$ cat src/rtl/mmio_output_port_if.sv
// CPU store/load bus, acknowledge button and display outputs of the memory-mapped output port.
interface mmio_output_port_if #(
    parameter int DATA_W = 16
);
    logic [15:0]       write_address;
    logic              write_enable;
    logic [31:0]       write_data;
    logic [15:0]       read_address;
    logic              read_enable;
    logic [31:0]       read_data;
    logic              ack;
    logic [DATA_W-1:0] out_data;
    logic              out_valid;
    logic              full;

    modport master (
        output write_address, write_enable, write_data, read_address, read_enable, ack,
        input  read_data, out_data, out_valid, full
    );

    modport slave (
        input  write_address, write_enable, write_data, read_address, read_enable, ack,
        output read_data, out_data, out_valid, full
    );
endinterface

$ cat src/rtl/mmio_output_port.sv
// Memory-mapped output FIFO: CPU stores queue entries, a button edge (or, with
// OUTPORT_SIM_AUTOACK_EN defined, a fixed-delay auto-acknowledge) pops the head.
module mmio_output_port #(
    parameter logic [15:0] DATA_ADDR      = 16'h7F04,
    parameter logic [15:0] STATUS_ADDR    = 16'h7F08,
    parameter int          DATA_W         = 16,
    parameter int          DEPTH          = 4,
    parameter int          AUTOACK_CYCLES = 8
) (
    input  logic                clk,
    input  logic                rst,
    mmio_output_port_if.slave   bus
);
    localparam int PTR_W = $clog2(DEPTH);
    localparam int CNT_W = PTR_W + 1;

    logic [DATA_W-1:0] mem_q [DEPTH];
    logic [DATA_W-1:0] mem_d [DEPTH];
    logic [PTR_W-1:0]  wr_ptr_q, wr_ptr_d, rd_ptr_q, rd_ptr_d;
    logic [CNT_W-1:0]  count_q, count_d;
    logic              overflow_q, overflow_d;
    logic              push_s, pop_s, push_ok_s, status_sel_s, out_valid_s, full_s;
    logic              unused_wdata_s;

    assign out_valid_s    = (count_q != {CNT_W{1'b0}});
    assign full_s         = (count_q == CNT_W'(DEPTH));
    assign push_s         = bus.write_enable && (bus.write_address == DATA_ADDR);
    // A full FIFO still accepts a store when the head leaves in the same cycle.
    assign push_ok_s      = push_s && (!full_s || pop_s);
    assign status_sel_s   = (bus.read_address == STATUS_ADDR);
    assign unused_wdata_s = ^bus.write_data[31:DATA_W];

`ifdef OUTPORT_SIM_AUTOACK_EN
    logic [7:0] auto_cnt_q, auto_cnt_d;
    logic       unused_ack_s;

    assign unused_ack_s = bus.ack;
    assign pop_s        = out_valid_s && (auto_cnt_q == 8'(AUTOACK_CYCLES - 1));

    // Auto-acknowledge delay counter, idle at zero while empty.
    always_comb begin
        auto_cnt_d = auto_cnt_q;
        if (!out_valid_s || pop_s) begin
            auto_cnt_d = 8'd0;
        end else begin
            auto_cnt_d = auto_cnt_q + 8'd1;
        end
    end

    // Auto-acknowledge counter register.
    always_ff @(posedge clk) begin
        if (!rst) begin
            auto_cnt_q <= 8'd0;
        end else begin
            auto_cnt_q <= auto_cnt_d;
        end
    end
`else
    logic ack_s1_q, ack_s1_d, ack_s2_q, ack_s2_d;

    assign pop_s = ack_s1_q & ~ack_s2_q & out_valid_s;

    // Next state of the button synchronizer.
    always_comb begin
        ack_s1_d = bus.ack;
        ack_s2_d = ack_s1_q;
    end

    // Synchronizer resets high so a button held through reset yields no edge.
    always_ff @(posedge clk) begin
        if (!rst) begin
            ack_s1_q <= 1'b1;
            ack_s2_q <= 1'b1;
        end else begin
            ack_s1_q <= ack_s1_d;
            ack_s2_q <= ack_s2_d;
        end
    end
`endif

    // FIFO next-state: storage, pointers, occupancy and sticky overflow.
    always_comb begin
        mem_d      = mem_q;
        wr_ptr_d   = wr_ptr_q;
        rd_ptr_d   = rd_ptr_q;
        count_d    = count_q;
        overflow_d = overflow_q;
        if (push_ok_s) begin
            mem_d[wr_ptr_q] = bus.write_data[DATA_W-1:0];
            wr_ptr_d        = wr_ptr_q + PTR_W'(1);
        end else begin
            wr_ptr_d = wr_ptr_q;
        end
        if (pop_s) begin
            rd_ptr_d = rd_ptr_q + PTR_W'(1);
        end else begin
            rd_ptr_d = rd_ptr_q;
        end
        case ({push_ok_s, pop_s})
            2'b10:   count_d = count_q + CNT_W'(1);
            2'b01:   count_d = count_q - CNT_W'(1);
            default: count_d = count_q;
        endcase
        // A dropped store outranks the read-to-clear in the same cycle.
        if (push_s && !push_ok_s) begin
            overflow_d = 1'b1;
        end else if (bus.read_enable && status_sel_s) begin
            overflow_d = 1'b0;
        end else begin
            overflow_d = overflow_q;
        end
    end

    // FIFO state registers.
    always_ff @(posedge clk) begin
        if (!rst) begin
            for (int i = 0; i < DEPTH; i++) begin
                mem_q[i] <= {DATA_W{1'b0}};
            end
            wr_ptr_q   <= {PTR_W{1'b0}};
            rd_ptr_q   <= {PTR_W{1'b0}};
            count_q    <= {CNT_W{1'b0}};
            overflow_q <= 1'b0;
        end else begin
            mem_q      <= mem_d;
            wr_ptr_q   <= wr_ptr_d;
            rd_ptr_q   <= rd_ptr_d;
            count_q    <= count_d;
            overflow_q <= overflow_d;
        end
    end

    assign bus.out_valid = out_valid_s;
    assign bus.full      = full_s;
    assign bus.out_data  = out_valid_s ? mem_q[rd_ptr_q] : {DATA_W{1'b0}};
    assign bus.read_data = status_sel_s
                         ? {24'd0, 4'(count_q), 1'b0, overflow_q, full_s, out_valid_s}
                         : 32'd0;
endmodule
$ cat src/flat_wrapper.sv
// flat-port wrapper written by rule: the top's interface ports become plain ports
module mmio_output_port_flat 
#(
    parameter logic [15:0] DATA_ADDR      = 16'h7F04,
    parameter logic [15:0] STATUS_ADDR    = 16'h7F08,
    parameter int          DATA_W         = 16,
    parameter int          DEPTH          = 4,
    parameter int          AUTOACK_CYCLES = 8
)
  (clk, rst, bus_write_address, bus_write_enable, bus_write_data, bus_read_address, bus_read_enable, bus_ack, bus_read_data, bus_out_data, bus_out_valid, bus_full);
  mmio_output_port_if #(.DATA_W(DATA_W)) bus_i ();
  input  logic clk;
  input  logic rst;
  input wire logic [$bits(bus_i.write_address)-1:0] bus_write_address;
  input wire logic [$bits(bus_i.write_enable)-1:0] bus_write_enable;
  input wire logic [$bits(bus_i.write_data)-1:0] bus_write_data;
  input wire logic [$bits(bus_i.read_address)-1:0] bus_read_address;
  input wire logic [$bits(bus_i.read_enable)-1:0] bus_read_enable;
  input wire logic [$bits(bus_i.ack)-1:0] bus_ack;
  output wire logic [$bits(bus_i.read_data)-1:0] bus_read_data;
  output wire logic [$bits(bus_i.out_data)-1:0] bus_out_data;
  output wire logic [$bits(bus_i.out_valid)-1:0] bus_out_valid;
  output wire logic [$bits(bus_i.full)-1:0] bus_full;
  assign bus_i.write_address = bus_write_address;
  assign bus_i.write_enable = bus_write_enable;
  assign bus_i.write_data = bus_write_data;
  assign bus_i.read_address = bus_read_address;
  assign bus_i.read_enable = bus_read_enable;
  assign bus_i.ack = bus_ack;
  assign bus_read_data = bus_i.read_data;
  assign bus_out_data = bus_i.out_data;
  assign bus_out_valid = bus_i.out_valid;
  assign bus_full = bus_i.full;
  mmio_output_port #(.DATA_ADDR(DATA_ADDR), .STATUS_ADDR(STATUS_ADDR), .DATA_W(DATA_W), .DEPTH(DEPTH), .AUTOACK_CYCLES(AUTOACK_CYCLES)) u_core (.clk(clk), .rst(rst), .bus(bus_i));
endmodule
$ cat config.mk
export PLATFORM = sky130hd
export DESIGN_NAME = mmio_output_port_flat
export DESIGN_NICKNAME = d
export VERILOG_FILES = /design/src/rtl/mmio_output_port_if.sv /design/src/rtl/mmio_output_port.sv /design/src/flat_wrapper.sv
export SDC_FILE = /design/constraint.sdc
export NUM_CORES = 1
export LEC_CHECK = 0
export BUFFER_PORTS_ARGS = -buffer_cell sky130_fd_sc_hd__buf_4
export CAP_MARGIN = 10
export CORE_MARGIN = 4
export CORE_UTILIZATION = 55
export DETAILED_ROUTE_END_ITERATION = 8
export PLACE_DENSITY = 0.85
export SYNTH_ARGS = -nofsm -noshare
export SYNTH_HDL_FRONTEND = slang
export SYNTH_SLANG_ARGS = --single-unit
$ cat constraint.sdc
create_clock -name clk -period 6.4 [get_ports clk]
set_input_delay 0 -clock clk [delete_from_list [all_inputs] [get_ports clk]]
set_output_delay 0 -clock clk [all_outputs]
set_load 0.05 [all_outputs]
==> summary.md <==
STA
* fin. max-slew vios: 0
* Min Clock Period, post-route: 2.60 ns
* setup repair after global routing missed its margin: no
* maximum clock rate: 384 MHz
* Post-Route Skew: 0.00471 ns
* Slew Limit Headroom: 36.3%
* final hold violations: 0
* count of endpoints failing setup in the final report: 0
* minimum hold slack: 0.00834 ns
* slew at the pin closest to its max-slew limit: 0.954 ns
* total negative slack: 0 ns
* Final Cycle Share: 40.7%

Run
* max_cap viols: 0

Logic synthesis
* largest area contributor in the synthesized netlist: dfxtp_1
* cell types with the highest counts after synthesis: nand2_1, dfxtp_1, mux2i_1
* flip-flop and latch count after synthesis: 74
* count of flip-flops with a built-in enable after synthesis: 0
* main combinational cell family by area after synthesis: multiplexers
* average footprint of a synthesized cell: 10.2 um2
* post-synthesis simple-gate area fraction: 19.8%
* netlist area before placement: 0.00371 mm2
* most instantiated library cell after synthesis: nand2_1
* mux share of post-synthesis cell area: 27.5%
* xor and xnor fraction of the mapped netlist area: 0.944%
* number of different library cells in the post-synthesis netlist: 34
* sequential cell area fraction in the yosys report: 39.9%
* top post-synthesis cells by area: dfxtp_1, mux2i_1, mux4_2, nand2_1, buf_4
* arithmetic-cell share of the synthesized area counting full adders, half adders and majority gates: 2.23%
* Compound-Gate Fraction of Synth Area: 0.843%
* leading register cell type out of synthesis: dfxtp_1
* post-synthesis cell count: 365
* post-synth top area share: 39.9%
* total of warnings raised by yosys: 0
* proportion of synthesized flip-flops having asynchronous set or reset: 0%

Final layout
* post-layout instance area: 0.00451 mm2
* final standard cell count with taps included and fillers excluded: 528
* Area Growth Syn to Fin: 21.5%
* fin util: 69.8%
* NumNets Final: 522
* diodes inserted: 0
* number of filler instances in the final layout: 473
* share of cells above drive strength 1: 25.9%

Clock tree
* postcts setup bufs: 0
* cts bufs inserted: 9
* CTS tree: done
* H-tree level count: 3
* maximum buffer depth of the clock tree: 2
* buffer cell driving the clock tree root: clkbuf_8
* Skew-Pair Late Insertion Delay: 0.34 ns
* total clock sinks: 74
* Clock Pin Slew Worst Setup and Hold Paths: 0.07 ns

Placement
* post-DP HPWL: 5090 um
* placer's final routability congestion estimate: 0.821
* number of buffers inserted by port buffering: 76
* Post-DP Area: 0.00419 mm2
* placed cells: 500

Floorplan
* Placement Rows: 29
* starting utilization of the core area: 57.4%
* floorplan die area: 0.00812 mm2
* height of the die: 90.1 um
* number of top-level pins: 119
* Std-Cell Core Area: 0.00646 mm2
* width of the die: 90.1 um

Setup path
* RR Endpoint: u_core.count_q[2]$_SDFFE_PN0P_
* start-to-end type of the worst setup path: reg -> reg
* depth of the worst register-to-register path: 9
* maximum fanout along the worst path: 6
* setup slack of the most critical reg-to-reg path: 3.80 ns
* data arrival time at the worst-slack endpoint: 2.87 ns
* required time at the endpoint of the critical path: 6.66 ns
* Setup crit end kind: register
* reg-to-reg startpoint: u_core.count_q[2]$_SDFFE_PN0P_
* kind of launch point of the worst setup path: register

Global route
* antenna violations before repair: 0
* all-layer global routing usage: 18.7%
* pin count of the biggest net entering global routing: 94
* total congestion overflow: 0
* via count of the first global-routing pass: 2684
* wire length of the first global-routing pass: 12400 um

Hold path
* sink of the worst hold path: u_core.mem_q[17]$_SDFFE_PN0P_
* type of the worst min-delay path: in -> reg
* HP Start: bus_write_data[1]
* Min-Delay Path Depth: 3

Routing
* violation count after the first detailed-route iteration: 92
* number of nets with antenna violations after detailed routing: 0
* final wirelength: 7750 um
* DRC Markers: 0
* Via Count: 2789
* number of detailed-route iterations in the first pass: 4
* Vias/cell: 5.28
* WL per Instance: 14.7 um

Power
* part of the total power dissipated in the clock network: 38.8%
* Lkg Pwr: 0.00225 uW
* share of power burned in registers: 51.7%
* total power per unit cell area: 198 mW/mm2
* switching component of the power: 213 uW
* switching share of power: 23.9%
* IR Drop Worst-Case VDD: 225 uV
* design internal power: 678 uW
* part of the total power dissipated in combinational logic: 9.5%

Status
* status: completed

-- power by group through the flow --
stage / Clock [uW] / Combinational (uW) / Sequential (uW)
4_1_cts: 352 / 83.6 / 461
5_1_grt: 371 / 89.7 / 461
3_5_place_dp: 0 / 77.1 / 472
6_report: 346 / 84.3 / 461
3_3_place_gp: 0 / 76.1 / 472
2_1_floorplan: 0 / 62.1 / 471
-- timing repair --
| item | in CTS | in global routing |
|---|---|---|
| hold buffers | 13 | 0 |
| endpoints found under the hold margin | 36 | 0 |
| gates resized for setup | 0 | 0 |
-- cell type report --
cell class	instances	area (um2)	area share, %
multi-input combinational	265	2010	44.5
timing repair buffer	91	716	15.9
inverter	6	22.5	0.500
tap	77	96.3	2.14
sequential	74	1480	32.9
clock inverter	3	40.0	0.888
clock buffer	12	145	3.22
-- worst max-delay path, stage by stage (launching register included) --
cell      delay, ns
dfxtp_1        0.39
nor3b_1        0.38
nand2_1        0.27
nand3_1        0.25
ha_1           0.22
inv_1          0.06
fa_1           0.37
xor2_1         0.16
or3_1          0.29
a21boi_0       0.16
-- stage by stage --
stage,total power (uW),setup slack [ns]
global placement,548,3.86
detailed placement,549,3.79
global route,922,3.57
finish,891,3.80
CTS,897,3.77
floorplan,534,2.82
-- registers in the layout (all words and copies together), names as in the netlist --
| name | cells |
|---|---|
| u_core.ack_s1_q | 1 |
| u_core.ack_s2_q | 1 |
| u_core.count_q | 3 |
| u_core.mem_q | 64 |
| u_core.overflow_q | 1 |
| u_core.rd_ptr_q | 2 |
| u_core.wr_ptr_q | 2 |
-- cells in the final DEF (no fill, tap or decap), types with 2 or more instances in the layout --
cell           synthesis  routed
and2_1                 9       9
and3_1                 5       5
buf_4                 26      78
clkbuf_1              13       2
clkbuf_8               0      10
clkinv_2               0       2
conb_1                 1      26
dfxtp_1               74      74
dlygate4sd3_1          0      13
ha_1                   5       5
inv_1                  6       6
mux2i_1               66      66
mux4_2                16      16
nand2_1               87      87
nand2b_1               4       4
nand4_2                4       4
nand4b_1               3       3
nor2b_1               18      18
nor3b_1                2       2
nor4_2                 2       2
o21ai_0                2       2
xnor2_1                2       2
xor2_1                 2       2
-- cell families (layout without fill, tap and decap cells) --
logic type	count (synthesis)	after routing
compound gates	5	5
fa+ha+maj	6	6
xor+xnor	4	4
mux	82	82
buf+inv	51	112
flops	74	74
simple gates	142	142
other cells	1	26
-- how the worst max path moves through the flow --
| stage | start | end | slack, ns |
|---|---|---|---|
| 5_1_grt | u_core.count_q[2]$_SDFFE_PN0P_ | u_core.count_q[2]$_SDFFE_PN0P_ | 3.57 |
| 3_3_place_gp | u_core.count_q[2]$_SDFFE_PN0P_ | u_core.count_q[2]$_SDFFE_PN0P_ | 3.86 |
| 2_1_floorplan | u_core.count_q[2]$_SDFFE_PN0P_ | u_core.count_q[2]$_SDFFE_PN0P_ | 2.82 |
| 6_report | u_core.count_q[2]$_SDFFE_PN0P_ | u_core.count_q[2]$_SDFFE_PN0P_ | 3.80 |
| 3_5_place_dp | u_core.count_q[2]$_SDFFE_PN0P_ | u_core.count_q[2]$_SDFFE_PN0P_ | 3.79 |
| 4_1_cts | u_core.count_q[2]$_SDFFE_PN0P_ | u_core.count_q[2]$_SDFFE_PN0P_ | 3.77 |
-- routing by layer --
| metal | global-route usage (%) | up-vias | wire length (um) |
|---|---|---|---|
| met5 | 0 | - | 0 |
| met1 | 22.1 | 1335 | 3220 |
| met4 | 5.99 | 0 | 44 |
| met3 | 6.43 | 4 | 538 |
| li1 | - | 1356 | - |
| met2 | 31.9 | 94 | 3950 |
(Power assumes the default switching activity.)
